[src/rtl/commit_trace_buffer.sv]
// commit_trace_buffer: FIFO of commit records that sits between the core's commit point and the
// trace/difftest host. The core stalls while in_ready is low. The host drains records at its own
// rate. The buffer also latches halt and keeps retired-instruction and cycle counters.
//
// Ports:
//   clk, rst      clock; synchronous active-high reset
//   en            global enable; gates pushes and cycle counting (pops are not gated)
//   in_*          committed-instruction record from the core, valid/ready handshake
//   out_*         head record to the host, valid/ready handshake; all fields read 0 when empty
//   out_halt      head record carries the halt instruction
//   halted        sticky flag, set once a halt record has been accepted
//   count         occupancy, 0..DEPTH
//   instret       number of accepted records (wraps)
//   cycles        number of enabled, non-halted cycles (wraps)
module commit_trace_buffer #(
  parameter int unsigned XLEN      = 32,
  parameter int unsigned DEPTH     = 8,
  parameter int unsigned CNT_W     = 32,
  parameter logic [31:0] HALT_INST = 32'h00100073
) (
  input  logic                     clk,
  input  logic                     rst,
  input  logic                     en,

  input  logic                     in_valid,
  output logic                     in_ready,
  input  logic [XLEN-1:0]          in_pc,
  input  logic [31:0]              in_inst,
  input  logic                     in_reg_we,
  input  logic [4:0]               in_reg_wa,
  input  logic [XLEN-1:0]          in_reg_wd,
  input  logic                     in_dmem_we,
  input  logic [XLEN-1:0]          in_dmem_wa,
  input  logic [XLEN-1:0]          in_dmem_wd,

  output logic                     out_valid,
  input  logic                     out_ready,
  output logic [XLEN-1:0]          out_pc,
  output logic [31:0]              out_inst,
  output logic                     out_reg_we,
  output logic [4:0]               out_reg_wa,
  output logic [XLEN-1:0]          out_reg_wd,
  output logic                     out_dmem_we,
  output logic [XLEN-1:0]          out_dmem_wa,
  output logic [XLEN-1:0]          out_dmem_wd,
  output logic                     out_halt,

  output logic                     halted,
  output logic [$clog2(DEPTH):0]   count,
  output logic [CNT_W-1:0]         instret,
  output logic [CNT_W-1:0]         cycles
);

  localparam int unsigned AW = $clog2(DEPTH);
  localparam int unsigned CW = AW + 1;
  localparam logic [CW-1:0] FullCount = CW'(DEPTH);

  typedef logic [AW-1:0] ptr_t;

  typedef struct packed {
    logic [XLEN-1:0] pc;
    logic [31:0]     inst;
    logic            reg_we;
    logic [4:0]      reg_wa;
    logic [XLEN-1:0] reg_wd;
    logic            dmem_we;
    logic [XLEN-1:0] dmem_wa;
    logic [XLEN-1:0] dmem_wd;
    logic            halt;
  } rec_t;

  // Storage is not reset: the head is only ever exposed while count_q != 0, so stale entries
  // are never visible.
  rec_t mem_q [DEPTH];

  ptr_t           wr_ptr_q, wr_ptr_d;
  ptr_t           rd_ptr_q, rd_ptr_d;
  logic [CW-1:0]  count_q, count_d;
  logic           halted_q, halted_d;
  logic [CNT_W-1:0] instret_q, instret_d;
  logic [CNT_W-1:0] cycles_q, cycles_d;

  logic full;
  logic push;
  logic pop;
  rec_t in_rec;
  rec_t head;

  // Handshake. in_ready depends only on registered state, so there is no combinational path
  // from in_valid or out_ready back to the core.
  always_comb begin
    full      = (count_q == FullCount);
    in_ready  = !full && !halted_q;
    out_valid = (count_q != '0);
    push      = en && in_valid && in_ready;
    pop       = out_valid && out_ready;
  end

  // Record as stored. Writes to x0 are architecturally void, so their enable is dropped here and
  // the host never sees them as register updates.
  always_comb begin
    in_rec         = '0;
    in_rec.pc      = in_pc;
    in_rec.inst    = in_inst;
    in_rec.reg_we  = in_reg_we && (in_reg_wa != 5'd0);
    in_rec.reg_wa  = in_reg_wa;
    in_rec.reg_wd  = in_reg_wd;
    in_rec.dmem_we = in_dmem_we;
    in_rec.dmem_wa = in_dmem_wa;
    in_rec.dmem_wd = in_dmem_wd;
    in_rec.halt    = (in_inst == HALT_INST);
  end

  always_ff @(posedge clk) begin
    if (push) begin
      mem_q[wr_ptr_q] <= in_rec;
    end
  end

  // Next-state logic. DEPTH is a power of two, so pointer increments wrap naturally.
  always_comb begin
    wr_ptr_d  = wr_ptr_q;
    rd_ptr_d  = rd_ptr_q;
    count_d   = count_q;
    halted_d  = halted_q;
    instret_d = instret_q;
    cycles_d  = cycles_q;

    if (push) begin
      wr_ptr_d  = wr_ptr_q + ptr_t'(1);
      instret_d = instret_q + CNT_W'(1);
      if (in_rec.halt) begin
        halted_d = 1'b1;
      end
    end

    if (pop) begin
      rd_ptr_d = rd_ptr_q + ptr_t'(1);
    end

    case ({push, pop})
      2'b10:   count_d = count_q + CW'(1);
      2'b01:   count_d = count_q - CW'(1);
      default: count_d = count_q;
    endcase

    // Stall cycles still count; only disable and halt freeze the counter.
    if (en && !halted_q) begin
      cycles_d = cycles_q + CNT_W'(1);
    end
  end

  always_ff @(posedge clk) begin
    if (rst) begin
      wr_ptr_q  <= '0;
      rd_ptr_q  <= '0;
      count_q   <= '0;
      halted_q  <= 1'b0;
      instret_q <= '0;
      cycles_q  <= '0;
    end else begin
      wr_ptr_q  <= wr_ptr_d;
      rd_ptr_q  <= rd_ptr_d;
      count_q   <= count_d;
      halted_q  <= halted_d;
      instret_q <= instret_d;
      cycles_q  <= cycles_d;
    end
  end

  // Head fields are forced to zero while empty so the host never samples stale data.
  always_comb begin
    head = out_valid ? mem_q[rd_ptr_q] : '0;
  end

  always_comb begin
    out_pc      = head.pc;
    out_inst    = head.inst;
    out_reg_we  = head.reg_we;
    out_reg_wa  = head.reg_wa;
    out_reg_wd  = head.reg_wd;
    out_dmem_we = head.dmem_we;
    out_dmem_wa = head.dmem_wa;
    out_dmem_wd = head.dmem_wd;
    out_halt    = head.halt;
  end

  always_comb begin
    halted  = halted_q;
    count   = count_q;
    instret = instret_q;
    cycles  = cycles_q;
  end

endmodule
[config.mk]
export PLATFORM = sky130hd
export DESIGN_NAME = commit_trace_buffer
export DESIGN_NICKNAME = d
export VERILOG_FILES = /design/src/rtl/commit_trace_buffer.sv
export SDC_FILE = /design/constraint.sdc
export NUM_CORES = 1
export LEC_CHECK = 0
export ABC_CLOCK_PERIOD_IN_PS = 32600
export BUFFER_PORTS_ARGS = -buffer_cell sky130_fd_sc_hd__buf_2
export CAP_MARGIN = 15
export CORE_ASPECT_RATIO = 1.5
export CORE_UTILIZATION = 50
export CTS_BUF_LIST = sky130_fd_sc_hd__clkbuf_8
export DETAILED_ROUTE_END_ITERATION = 6
export PLACE_DENSITY_LB_ADDON = 0.15
export REMOVE_ABC_BUFFERS = 1
export SLEW_MARGIN = 15
export SYNTH_ARGS = -nofsm -noshare
export SYNTH_HDL_FRONTEND = slang
export SYNTH_SLANG_ARGS = --single-unit
[constraint.sdc]
create_clock -name clk -period 32.6 [get_ports clk]
set_input_delay 4.89 -clock clk [delete_from_list [all_inputs] [get_ports clk]]
set_output_delay 4.89 -clock clk [all_outputs]
set_load 0.005 [all_outputs]
After elaboration in Yosys (flattened, before gate mapping)
Memories as Yosys holds them, arrays and structs flattened. A register that Yosys moved wholly into a read port is not among the register bits.
Cells that the tools add are included.
{"block": "word_totals", "reg_bits": 75, "ramBits": 1344, "mem_count": 1}
{"block": "classes", "muxes": 6, "n_addsub": 6, "reduce_logical": 12, "eq_ne": 4}
{"memory": "mem_q", "depth": 8, "word_bits": 168, "read_ports": 1, "rd_ports_with_merged_regs": 1, "wr": 1, "line": "74", "source": "rec_t mem_q [DEPTH];"}
{"cell": "$mux W168", "count": 1}
{"cell": "$add A32 B1 Y32 const B", "count": 2}
{"cell": "$eq A32 B21 Y1 const B", "count": 1}
{"cell": "$pmux W4 S2", "count": 1}
{"cell": "$add A3 B1 Y3 const B", "count": 2}
{"cell": "$logic_and A1 B1 Y1", "count": 6}
{"cell": "$mux W3", "count": 2}
{"cell": "$reduce_bool A5 Y1", "count": 1}
{"cell": "$add A4 B1 Y4 const B", "count": 1}
{"cell": "$eq A4 B4 Y1 const B", "count": 1}
{"cell": "$reduce_bool A4 Y1", "count": 1}
{"cell": "$sub A4 B1 Y4 const B", "count": 1}
{"cell": "$eq A2 B1 Y1 const B", "count": 1}
{"cell": "$eq A2 B2 Y1 const B", "count": 1}
{"cell": "$logic_not A1 Y1", "count": 2}
{"cell": "$mux W1", "count": 2}
{"cell": "$reduce_and A2 Y1", "count": 1}
{"cell": "$reduce_bool A2 Y1", "count": 1}

Longest topological paths before layout
{"block": "logic_depth", "ltp_word": 6, "mapped_depth": 12, "ltp_nobuf": 10}

Worst setup path before layout
OpenSTA, ideal clock, no wires.
{"block": "synth_timing", "path_kind": "in2reg", "startpoint": "input en", "endpoint": "memory mem_q[2][0] in the netlist's numbering, enable pin", "setup_slack_ps": 8948, "arrival_ps": 22487, "stages": 4, "required_time_ps": 31435, "path_buffers": 0, "cell_sequence": "nand3b_1 -> nor2_2 -> inv_2 -> nor4b_1"}
{"block": "synth_via", "elab_chain_cells": 4}
{"item": "from (decl)", "line": "23", "source": "input logic en,"}
{"item": "$logic_and A1 B1 Y1 (2 in a row)", "line": "95", "source": "push = en && in_valid && in_ready;"}
{"item": "$mux W1", "line": "115", "source": "if (push) begin"}
{"item": "$mux W1 (not written as such)", "line": "116", "source": "mem_q[wr_ptr_q] <= in_rec;"}
{"item": "to (decl)", "line": "74"}
Every way passes these cells.

==> impl_results.md <==
- Outcome: finished, final reports clean
- Worst flop-to-flop path startpoint: count[0]
- Library cells used by synthesis: 49
- Max frequency: between 100 and 150 MHz
- DR DRC count: 0
- Worst-case clock buffer depth: 3
- Initial antenna violation count: 34
- Rel. slew slack: ~14%
- Pre-CTS setup slack: between 20 and 25 ns
- Leak: around 20 nW
- Period utilisation layout: 29.2%
- Final worst slack: 23.08 ns
- Mapped Area: around 55000 um^2
- Syn_area_per_cell: about 21 um^2
- Core Util, Final: between 50% and 60%
- Least-Margin Pin Slew: about 1.3 ns
- All-Layer GR Usage: between 20% and 30%
- CTS sink cnt: roughly 1400
- CTS tree: done
- Vias per cell: 5.77
- Worst reg2reg path depth: 12
- Clock Tree Root: clkbuf_8
- Post-CTS setup buffer count: 0
- Top_reg_cell synth: edfxtp_1
- DP HPWL: between 60000 and 70000 um
- PD cells: approximately 70 nW/um^2
- R2r setup slk: ~29 ns
- Commonest non-fill, non-tap cells in the layout: 1344 x edfxtp_1, 410 x buf_2, 336 x mux4_2
- Num ports: a little over 400
- CTS resizes: 0
- Top cells by area, synth: edfxtp_1 74%, mux4_2 14%, mux2i_1 3.1%, dfxtp_1 2.9%, nor2_1 1.4%
- Largest net degree at the start of global routing: around 160
- Final Slew Violations: 0
- Initial core utilization: around half
- CP max FO: between 100 and 150
- Setup TNS Final: 0 ns
- EDFF count, synth: 1344
- Post-synthesis sequential area ratio: around three quarters
- Crit end category: primary output
- Layout cells sized above 1: between 30 and 40%
- Synthesis warning total: 0
- Min-delay worst type: register to register
- Nets: ~3300
- Largest area contributor in the netlist: edfxtp_1
- VDD IR max: roughly 110 uV
- CTS Hold Bufs: 0
- Reg2Reg Capture Point: count[2]
- Overflow after GRT: 0
- Clock buffer count from CTS: slightly above 200
- Final ANT Viol Nets: 0
- Unrepaired setup endpoints after global routing: false
- CP arrival: approximately 4.6 ns
- Die X: ~270 um
- Vias: between 20000 and 30000
- H-tree depth: 4
- Area growth syn-to-layout: 13.7%
- # setup viols final: 0
- Worst-path clk slew: roughly 0.060 ns
- First-pass GRT wire length: roughly 180000 um
- Synth top area share: between 70% and 80%
- Std-Cell Rows: 148
- Clk_lat worst skew: about 0.89 ns
- Asr flop ratio synth: 0%
- #FFs+latches synth: 1422
- IO Port Bufs: slightly above 400
- Commonest non-fill, non-tap cell in the layout: edfxtp_1
- GP Congestion: around 0.82
- Vias in the first global route: roughly 29000
- Syn Inst Count: 2586
- Core region area: 109000 um^2
- Detailed-route wire length per cell: between 20 and 30 um
- First-pass DRT Iterations: 5
- Maxcap violations: 0
- Clock Skews: 0.0296 ns
- Hold Fails Final Rpt: 0
- DRT iter0 DRCs: between 1500 and 2000
- CP Capture Point: out_dmem_wa[25]
- Final wirelength: 122000 um
- Worst setup SP type: register
- WP data required: approximately 28 ns
- Power Total: ~4.3 mW
- Die area: roughly 110000 um^2
- Min Tclk post-route: around 9.5 ns
- Die height: 407 um
- CP Class: register to primary output
==> how the worst min path moves through the flow <==
stage                     start           to  cells past startpoint
floorplan            cycles[31]   cycles[31]                      2
global placement    instret[31]  instret[31]                      2
detailed placement  instret[31]  instret[31]                      2
CTS                 instret[31]  instret[31]                      2
global route        instret[31]  instret[31]                      2
finish               cycles[31]   cycles[31]                      2
==> critical path, cell delays in order (launching register included) <==
cell and delay [ns]:
dfxtp_4 0.86, buf_4 0.86, buf_12 0.80, mux4_2 0.60, mux2i_1 0.18, nor2_1 0.10, buf_2 0.19
==> cells in the mapped netlist (2+ instances only) <==
cell	instances
o31ai_1	33
nand2_1	27
and2_1	3
ha_1	7
o21ai_0	11
buf_1	32
nand4_1	21
xor2_1	11
nor3b_1	3
nor4_1	13
nand3_1	21
a21oi_1	47
and3_1	4
edfxtp_1	1344
mux2_2	2
and4_1	12
clkbuf_1	63
nor2_1	201
mux2i_1	171
nor4b_1	5
nor3_1	5
buf_2	43
xnor2_1	13
mux4_2	336
nor4bb_1	2
nor2b_1	5
or3_1	12
dfxtp_1	78
inv_1	6
buf_4	3
or4_1	34
==> sequential cells by signal (all words and copies together), names as in the netlist, named ones only <==
register / count
count: 4
cycles: 32
halted: 1
instret: 32
mem_q: 1344
rd_ptr_q: 3
wr_ptr_q: 3
==> logic make-up (layout without fill, tap and decap cells) <==
kind of cell / Yosys count / in the layout / share of synthesized area, %
AND/OR/NAND/NOR: 379 / 379 / 3.52
adder cells (fa/ha/maj): 7 / 7 / 0.160
AO/OA/AOI/OAI: 95 / 95 / 1.05
buffers and inverters: 149 / 838 / 1.14
other: 0 / 7 / 0
multiplexers: 510 / 510 / 17.0
flip-flops: 1422 / 1422 / 76.7
XOR/XNOR: 24 / 24 / 0.385
==> routing by layer <==
metal  track usage [%]  part of all wire (%)  vias to the layer above  routed length [um]
met1              28.5                    40                    14300               49100
met3              6.30                   6.7                      232                8150
li1                  -                     -                    11800                   -
met2              37.5                    51                      834               62000
met4              6.08                   2.0                       30                2490
met5                 0                  0.15                        -                 188
==> through the flow <==
stage	hold WS, ns	cells	area (um^2)
3_5_place_dp	0.481	4320	58300
6_report	0.498	4707	62100
5_1_grt	0.499	4703	62100
3_3_place_gp	0.457	4320	58300
2_1_floorplan	0.462	2444	54100
4_1_cts	0.489	4700	62100
==> layout make-up <==
cell class | instances | area, um^2
clock inverters | 174 | 932
fillers | 8353 | 46400
clock buffers | 206 | 2840
well taps | 1425 | 1780
flip-flops and latches | 1422 | 41900
inverters | 7 | 26.3
diodes | 7 | 17.5
repair buffers | 451 | 2430
multi-input cells | 1015 | 12200
==> power by group <==
| group | total [mW] | switching [mW] | internal (mW) |
|---|---|---|---|
| logic | 0.916 | 0.515 | 0.401 |
| clock network | 1.30 | 0.664 | 0.634 |
| registers | 2.06 | 0.0284 | 2.03 |
(Power assumes the default switching activity.)
